$ cat src/rtl/io_arb.sv
`default_nettype none
`timescale 1ns/1ps
// ============================================================================
//  Module      : io_arb
//  Description : Two-master arbiter for a shared single-cycle IO port.
//                Round-robin tie-break, per-master lock with idle timeout,
//                and registered read-response return.
//  Revision    : 1.0 - initial release
// ============================================================================
module io_arb #(
  parameter int DWIDTH       = 32,
  parameter int AWIDTH       = 10,
  parameter int LOCK_TIMEOUT = 16
) (
  input  logic                clk,
  input  logic                rst,        // active-low, async assert, sync release
  input  logic                m0_req,
  input  logic                m0_we,
  input  logic                m0_lock,
  input  logic [AWIDTH-1:0]   m0_addr,
  input  logic [DWIDTH-1:0]   m0_wdata,
  input  logic [DWIDTH/8-1:0] m0_wbe,
  output logic                m0_gnt,
  output logic                m0_rvalid,
  output logic [DWIDTH-1:0]   m0_rdata,
  input  logic                m1_req,
  input  logic                m1_we,
  input  logic                m1_lock,
  input  logic [AWIDTH-1:0]   m1_addr,
  input  logic [DWIDTH-1:0]   m1_wdata,
  input  logic [DWIDTH/8-1:0] m1_wbe,
  output logic                m1_gnt,
  output logic                m1_rvalid,
  output logic [DWIDTH-1:0]   m1_rdata,
  output logic                io_en,
  output logic [AWIDTH-1:0]   io_addr,
  output logic [DWIDTH-1:0]   io_din,
  output logic [DWIDTH/8-1:0] io_wbe,
  input  logic [DWIDTH-1:0]   io_dout
);

  localparam logic [7:0] c_timeout = 8'(LOCK_TIMEOUT);

  typedef enum logic [1:0] {
    OPEN  = 2'd0,
    LOCK0 = 2'd1,
    LOCK1 = 2'd2
  } state_t;

  state_t              state_q, state_d;
  logic                last_q, last_d;      // 1 = master 1 won most recently
  logic [7:0]          cnt_q, cnt_d;
  logic [7:0]          w_cnt_inc;
  logic                m0_rvalid_q, m0_rvalid_d;
  logic                m1_rvalid_q, m1_rvalid_d;
  logic [DWIDTH-1:0]   m0_rdata_q, m0_rdata_d;
  logic [DWIDTH-1:0]   m1_rdata_q, m1_rdata_d;
  logic                w_g0, w_g1;

  // Grant decode: a grant is only ever raised for a requesting master, so
  // grant alone marks an accepted transfer. Nothing is granted in reset.
  always_comb begin
    w_g0 = 1'b0;
    w_g1 = 1'b0;
    if (rst) begin
      case (state_q)
        OPEN: begin
          if (m0_req && m1_req) begin
            w_g0 = last_q;
            w_g1 = ~last_q;
          end else begin
            w_g0 = m0_req;
            w_g1 = m1_req;
          end
        end
        LOCK0:   w_g0 = m0_req;
        LOCK1:   w_g1 = m1_req;
        default: ;
      endcase
    end
  end

  // Shared IO port mux; all fields forced to zero when idle.
  always_comb begin
    io_en   = w_g0 | w_g1;
    io_addr = '0;
    io_din  = '0;
    io_wbe  = '0;
    if (w_g0) begin
      io_addr = m0_addr;
      io_din  = m0_wdata;
      io_wbe  = m0_we ? m0_wbe : '0;
    end else if (w_g1) begin
      io_addr = m1_addr;
      io_din  = m1_wdata;
      io_wbe  = m1_we ? m1_wbe : '0;
    end
  end

  assign w_cnt_inc = (cnt_q == 8'hFF) ? cnt_q : cnt_q + 8'd1;

  // Ownership FSM, last-grant and lock idle counter next-state logic.
  // The release fires on the edge where the counter would reach the timeout,
  // so the arbiter is open in the very next cycle.
  always_comb begin
    state_d = state_q;
    last_d  = last_q;
    cnt_d   = cnt_q;
    if (w_g0)      last_d = 1'b0;
    else if (w_g1) last_d = 1'b1;
    case (state_q)
      OPEN: begin
        cnt_d = 8'd0;
        if (w_g0 && m0_lock)      state_d = LOCK0;
        else if (w_g1 && m1_lock) state_d = LOCK1;
      end
      LOCK0: begin
        if (w_g0) begin
          cnt_d = 8'd0;
          if (!m0_lock) state_d = OPEN;
        end else if (w_cnt_inc >= c_timeout) begin
          state_d = OPEN;
          cnt_d   = 8'd0;
          last_d  = 1'b0;
        end else begin
          cnt_d = w_cnt_inc;
        end
      end
      LOCK1: begin
        if (w_g1) begin
          cnt_d = 8'd0;
          if (!m1_lock) state_d = OPEN;
        end else if (w_cnt_inc >= c_timeout) begin
          state_d = OPEN;
          cnt_d   = 8'd0;
          last_d  = 1'b1;
        end else begin
          cnt_d = w_cnt_inc;
        end
      end
      default: begin
        state_d = OPEN;
        cnt_d   = 8'd0;
      end
    endcase
  end

  // Read response capture: io_dout is sampled at the end of the read cycle.
  always_comb begin
    m0_rvalid_d = w_g0 & ~m0_we;
    m1_rvalid_d = w_g1 & ~m1_we;
    m0_rdata_d  = m0_rvalid_d ? io_dout : m0_rdata_q;
    m1_rdata_d  = m1_rvalid_d ? io_dout : m1_rdata_q;
  end

  // State registers; reset drops any lock and any pending response.
  always_ff @(posedge clk or negedge rst) begin
    if (!rst) begin
      state_q     <= OPEN;
      last_q      <= 1'b1;
      cnt_q       <= 8'd0;
      m0_rvalid_q <= 1'b0;
      m1_rvalid_q <= 1'b0;
      m0_rdata_q  <= '0;
      m1_rdata_q  <= '0;
    end else begin
      state_q     <= state_d;
      last_q      <= last_d;
      cnt_q       <= cnt_d;
      m0_rvalid_q <= m0_rvalid_d;
      m1_rvalid_q <= m1_rvalid_d;
      m0_rdata_q  <= m0_rdata_d;
      m1_rdata_q  <= m1_rdata_d;
    end
  end

  assign m0_gnt    = w_g0;
  assign m1_gnt    = w_g1;
  assign m0_rvalid = m0_rvalid_q;
  assign m1_rvalid = m1_rvalid_q;
  assign m0_rdata  = m0_rdata_q;
  assign m1_rdata  = m1_rdata_q;

endmodule
`default_nettype wire

$ cat config.mk
export PLATFORM = sky130hd
export DESIGN_NAME = io_arb
export DESIGN_NICKNAME = d
export VERILOG_FILES = /design/src/rtl/io_arb.sv
export SDC_FILE = /design/constraint.sdc
export NUM_CORES = 1
export LEC_CHECK = 0
export BUFFER_PORTS_ARGS = -buffer_cell sky130_fd_sc_hd__buf_2
export CAP_MARGIN = 25
export CORE_AREA = 4 4 111 113
export DETAILED_ROUTE_END_ITERATION = 12
export DIE_AREA = 0 0 115 117
export GPL_TIMING_DRIVEN = 0
export PLACE_DENSITY = 0.67
export SYNTH_ARGS = -nofsm -noshare
export SYNTH_HDL_FRONTEND = slang
export SYNTH_SLANG_ARGS = --single-unit
$ cat constraint.sdc
create_clock -name clk -period 2.9 [get_ports clk]
set_clock_uncertainty 0.15 [all_clocks]
set_input_delay 0.145 -clock clk [delete_from_list [all_inputs] [get_ports clk]]
set_output_delay 0.145 -clock clk [all_outputs]
set_load 0.02 [all_outputs]
; ---- Word level (Yosys, flattened, before mapping)
; Index checks and enable logic that the tools add are counted.
[totals]
register_bits = 77
latch_bits = 0
mem_bits_rw = 0
rom_bits = 0
elab_cells = 60
memories = 0
[classes]
n_addsub = 1
n_mul = 0
n_div = 0
order_cmp = 1
n_eq_ne = 6
shifts = 0
n_mux = 34
bitwise = 6
n_reduce_logical = 5
[ops]
columns = op, n
row1 = $mux W32, 2
row2 = $mux W8, 4
row3 = $mux W10, 2
row4 = $mux W4, 4
row5 = $pmux W8 S2, 1
row6 = $mux W2, 7
row7 = $mux W1, 10
row8 = $ne A3 B3 Y1 const B, 3
row9 = $add A8 B1 Y8 const B, 1
row10 = $eq A8 B8 Y1 const B, 1
row11 = $ge A8 B5 Y1 const B, 1
row12 = $pmux W1 S2, 3
row13 = $pmux W2 S3, 1
row14 = $logic_and A1 B1 Y1, 3
row15 = $not A1 Y1, 3
row16 = $reduce_and A3 Y1, 1
row17 = $and A1 B1 Y1, 2
row18 = $eq A2 B1 Y1 const B, 1
row19 = $eq A2 B2 Y1 const B, 1
row20 = $logic_not A2 Y1, 1
row21 = $or A1 B1 Y1, 1

; ---- Depth between registers and ports, before layout
[logic_depth]
depth_word = 9
mapped_depth = 9
mapped_depth_nobuf = 7

; ---- Worst setup path before layout
; Ideal clock, no wire load.
[synth_timing]
path_kind = reg2out
startpoint = register state_q[0]
endpoint = output io_addr[1]
arrival_time_ps = 1956
path_slack_ps = 649
stages_incl_launch_ff = 9
cell_sequence = dfrtp_1 inv_1 ha_1 o211a_1 and2_4 buf_6 clkbuf_1 nand2_1 o21ai_1
[synth_via]
elab_chain_cells = 5
word_cells_on_any_way = 9
classes_between = 2 x eq/ne / 6 x mux / 1 x reduce/logical
[synth_rtl]
columns = item, line
row1 = from (decl), 50  ; state_t state_q, state_d;
row2 = from (signal assigned), 167  ; state_q <= state_d;
row3 = $eq A2 B2 Y1 or $logic_not A2 Y1 (tied branches), 66  ; case (state_q)
row4 = $pmux W1 S2 *, 66
row5 = $mux W1 *, 65  ; if (rst) begin
row6 = via m1_gnt, 32  ; output logic m1_gnt,
row7 = $mux W10 *, 93  ; end else if (w_g1) begin
row8 = $mux W10 *, 89  ; if (w_g0) begin
row9 = to (decl), 36  ; output logic [AWIDTH-1:0] io_addr,
; Mark *: on every way through the listed nets, which the timed path passes. The rest lies on a longest branch.

; ---- Final worst setup path
[layout_timing]
startpoint = input rst
endpoint = output io_addr[1]
[layout_via]
elab_chain_cells = 3
word_cells_on_any_way = 4
classes_between = 4 x mux
[layout_rtl]
columns = item, line
row1 = from (decl), 16  ; input logic rst,
row2 = $mux W1, 65
row3 = $mux W10, 93
row4 = $mux W10 *, 89
; Every way passes the cells marked *; elsewhere a longest branch is shown, timed or not.

==> results_dict.tcl <==
set metrics [dict create \
    run_status "complete, no violations" \
    clock-sinks 77 \
    worst_hold_path_type "primary input to flip-flop" \
    synth_top_family_by_area "multiplexers" \
    die_h_um 117 \
    core_um2 11300 \
    synth_top_cells_by_count "91 x nand2_1, 76 x dfrtp_1, 42 x o21ai_1, 35 x mux2_1, 29 x mux2_4" \
    cts_max_path_buffers 2 \
    netlist.area_leader.share_pct 48.7 \
    hold_violations 0 \
    vias_per_cell 4.68 \
    report.final.slew_viol_count 0 \
    die_w_um 115 \
    dp_hpwl_um 9930 \
    layout.cells.non_filler 799 \
    leakage_nw 3.08 \
    grt_pass1_wl_um 18400 \
    avgSynthCellArea_um2 11.0 \
    cts_setup_buffers 0 \
    r2r_cells 9 \
    hp-start "m0_req" \
    grt_use_total_pct 17.4 \
    period_needed_ns 2.71 \
    pre_cts_slack_ns 0.498 \
    first_global_vias 3530 \
    endpoint_kind "output pin" \
    drcViolationCount 0 \
    finalWorstSetupSlack_ns 0.187 \
    worstHoldPathCells 4 \
    globalplace.congestion 0.850 \
    critPathKind "primary input to output pin" \
    synth-simple-area-share_pct 12.7 \
    synth_warnings 0 \
    syn_inst 356 \
    cp.arrival_ns 2.42 \
    yosysMostFrequentCell "nand2_1" \
    post_synth_instance_area_um2 3900 \
    post-route-period-util_pct 93.6 \
    htree_levels 3 \
    grt_max_degree 55 \
    power_mw 5.49 \
    grt.overflow.total 0 \
    rows 39 \
    synth_xor_xnor_area_share_pct 0.674 \
    drt-initial-drc-count 205 \
    die_area_um2 13500 \
    io_buffers 246 \
    synthTopCellsByArea "dfrtp_1 49%, mux2_4 11%, mux2_1 10%" \
    setup_violations 0 \
    r2r-start "state_q[0]$_DFFE_PN0P_" \
    nNetsFinal 788 \
    ys_types 42 \
    max_freq_mhz 369 \
    clock-root-buffer "clkbuf_16" \
    wl_per_cell_um 15.9 \
    max-cap-violations 0 \
    synthAdderAreaFrac_pct 1.60 \
    synthToLayoutAreaGrowth_pct 53.7 \
    pin_count 247 \
    drive_gt1_share_pct 47.6 \
    muxShareOfSynthArea_pct 21.5 \
    drt-pass1-iter-count 5 \
    cp-start-kind "primary input" \
    ys_seq_area_share_pct 49.4 \
    async_flop_share_pct 100 \
    ys_ff_latch 77 \
    rsz0062_at_grt "false" \
    synth_edf_count 0 \
    clk_pin_slew_ns 0.06 \
    cts_buffers 9 \
    power.density_nw_per_um2 916 \
    clk_latency_ns 0.33 \
    synth_top_cell_by_area "dfrtp_1" \
    ys.flop_type "dfrtp_1" \
    path_max_fanout 29 \
    cts_tree "done" \
    critPathRequiredTime_ns 2.61 \
    num_vias 3738 \
    wirelength_um 12700 \
    antenna_found_initial 0 \
    initial_core_util_pct 34.5 \
    rrSetupSlack_ns 0.57 \
    vdd_drop_max_uv 553 \
    synth-compound-area-share_pct 9.56 \
    reg2reg_to "m1_rdata[21]$_DFFE_PN0P_" \
    antenna_left 0 \
    dp.cells 749 \
    num_antenna_cells 0 \
    min_to "last_q$_DFF_PN1_" \
]
-- placed cells by master, fill, tap and decap left out, types with 6 or more instances in the layout --
cell           instances
clkbuf_1               6
mux2_4                29
buf_2                246
nand3_1                7
dfrtp_1               76
mux2_1                35
nand2_1               91
o21ai_1               42
clkbuf_2               7
clkbuf_16              9
dlygate4sd3_1         34
-- report_power, final --
| group | switching (mW) | internal (mW) |
|---|---|---|
| Combinational | 1.51 | 1.09 |
| Sequential | 0.248 | 1.55 |
| Clock | 0.422 | 0.664 |
-- area by class of cell --
type	instances	area, µm²
Buffer	21	164
Clock buffer	10	229
Clock inverter	6	63.8
Fill cell	1016	5330
Inverter	5	18.8
Multi-Input combinational cell	256	1810
Sequential cell	77	1930
Tap cell	143	179
Timing Repair Buffer	281	1600
-- worst max-delay path: stages --
cell	delay, ns
dlygate4sd3_1	0.53
buf_4	0.35
nand2_1	0.15
or2_1	0.32
inv_2	0.18
clkbuf_1	0.35
nand2_1	0.12
o21ai_1	0.09
buf_2	0.18
-- per-stage QoR --
step / cell area (µm²) / hold WS [ns] / utilization [%] / TNS, ns
after floorplan: 3910 / -0.301 / - / 0
after global placement: 5320 / 0.228 / 47.0 / -43.98
after detailed placement: 5350 / -0.0580 / 47.3 / 0
after CTS: 5990 / 0.0461 / 52.9 / 0
after global routing: 5990 / 0.101 / 53.0 / 0
final: 5990 / 0.0617 / 53.0 / 0
-- logic make-up after synthesis --
family	after synthesis
compound gates	63
fa+ha+maj	5
flops	77
buf+inv	26
simple gates	116
mux	65
xor+xnor	3
other cells	1
-- flip-flops by register name (all words and copies together), names as in the netlist --
name / flops
m0_rdata: 32
state_q: 2
m1_rdata: 32
m1_rvalid: 1
cnt_q: 8
m0_rvalid: 1
last_q: 1
-- per-layer routing --
metal  vias up  part of all wire, %  global-route usage, %  wire [µm]
li1       1819                    -                      -          -
met1      1788                   43                   24.9       5510
met2       122                   50                   27.0       6390
met3         9                  5.3                   3.80        666
met4         0                 0.91                   4.23        116
met5         -                    0                      0          0
-- how the worst max path moves through the flow --
| stage | startpoint | to | slack, ns | cells after the start |
|---|---|---|---|---|
| 6_report | rst | io_addr[1] | 0.19 | 9 |
| 5_1_grt | rst | io_addr[8] | 0.002 | 9 |
| 4_1_cts | rst | io_din[31] | 0.08 | 9 |
| 3_5_place_dp | state_q[0]$_DFFE_PN0P_ | io_din[21] | 0.50 | 9 |
| 3_3_place_gp | rst | io_din[31] | -0.52 | 8 |
| 2_1_floorplan | state_q[0]$_DFFE_PN0P_ | io_addr[1] | 0.65 | 8 |
-- what timing repair did --
action | CTS | global route
hold buffers | 34 | 0
endpoints found under the hold margin | 142 | 0
gates resized for setup | 0 | 14
setup endpoints to repair | 0 | 24
No activity file was read; power rests on OpenSTA's default activity.
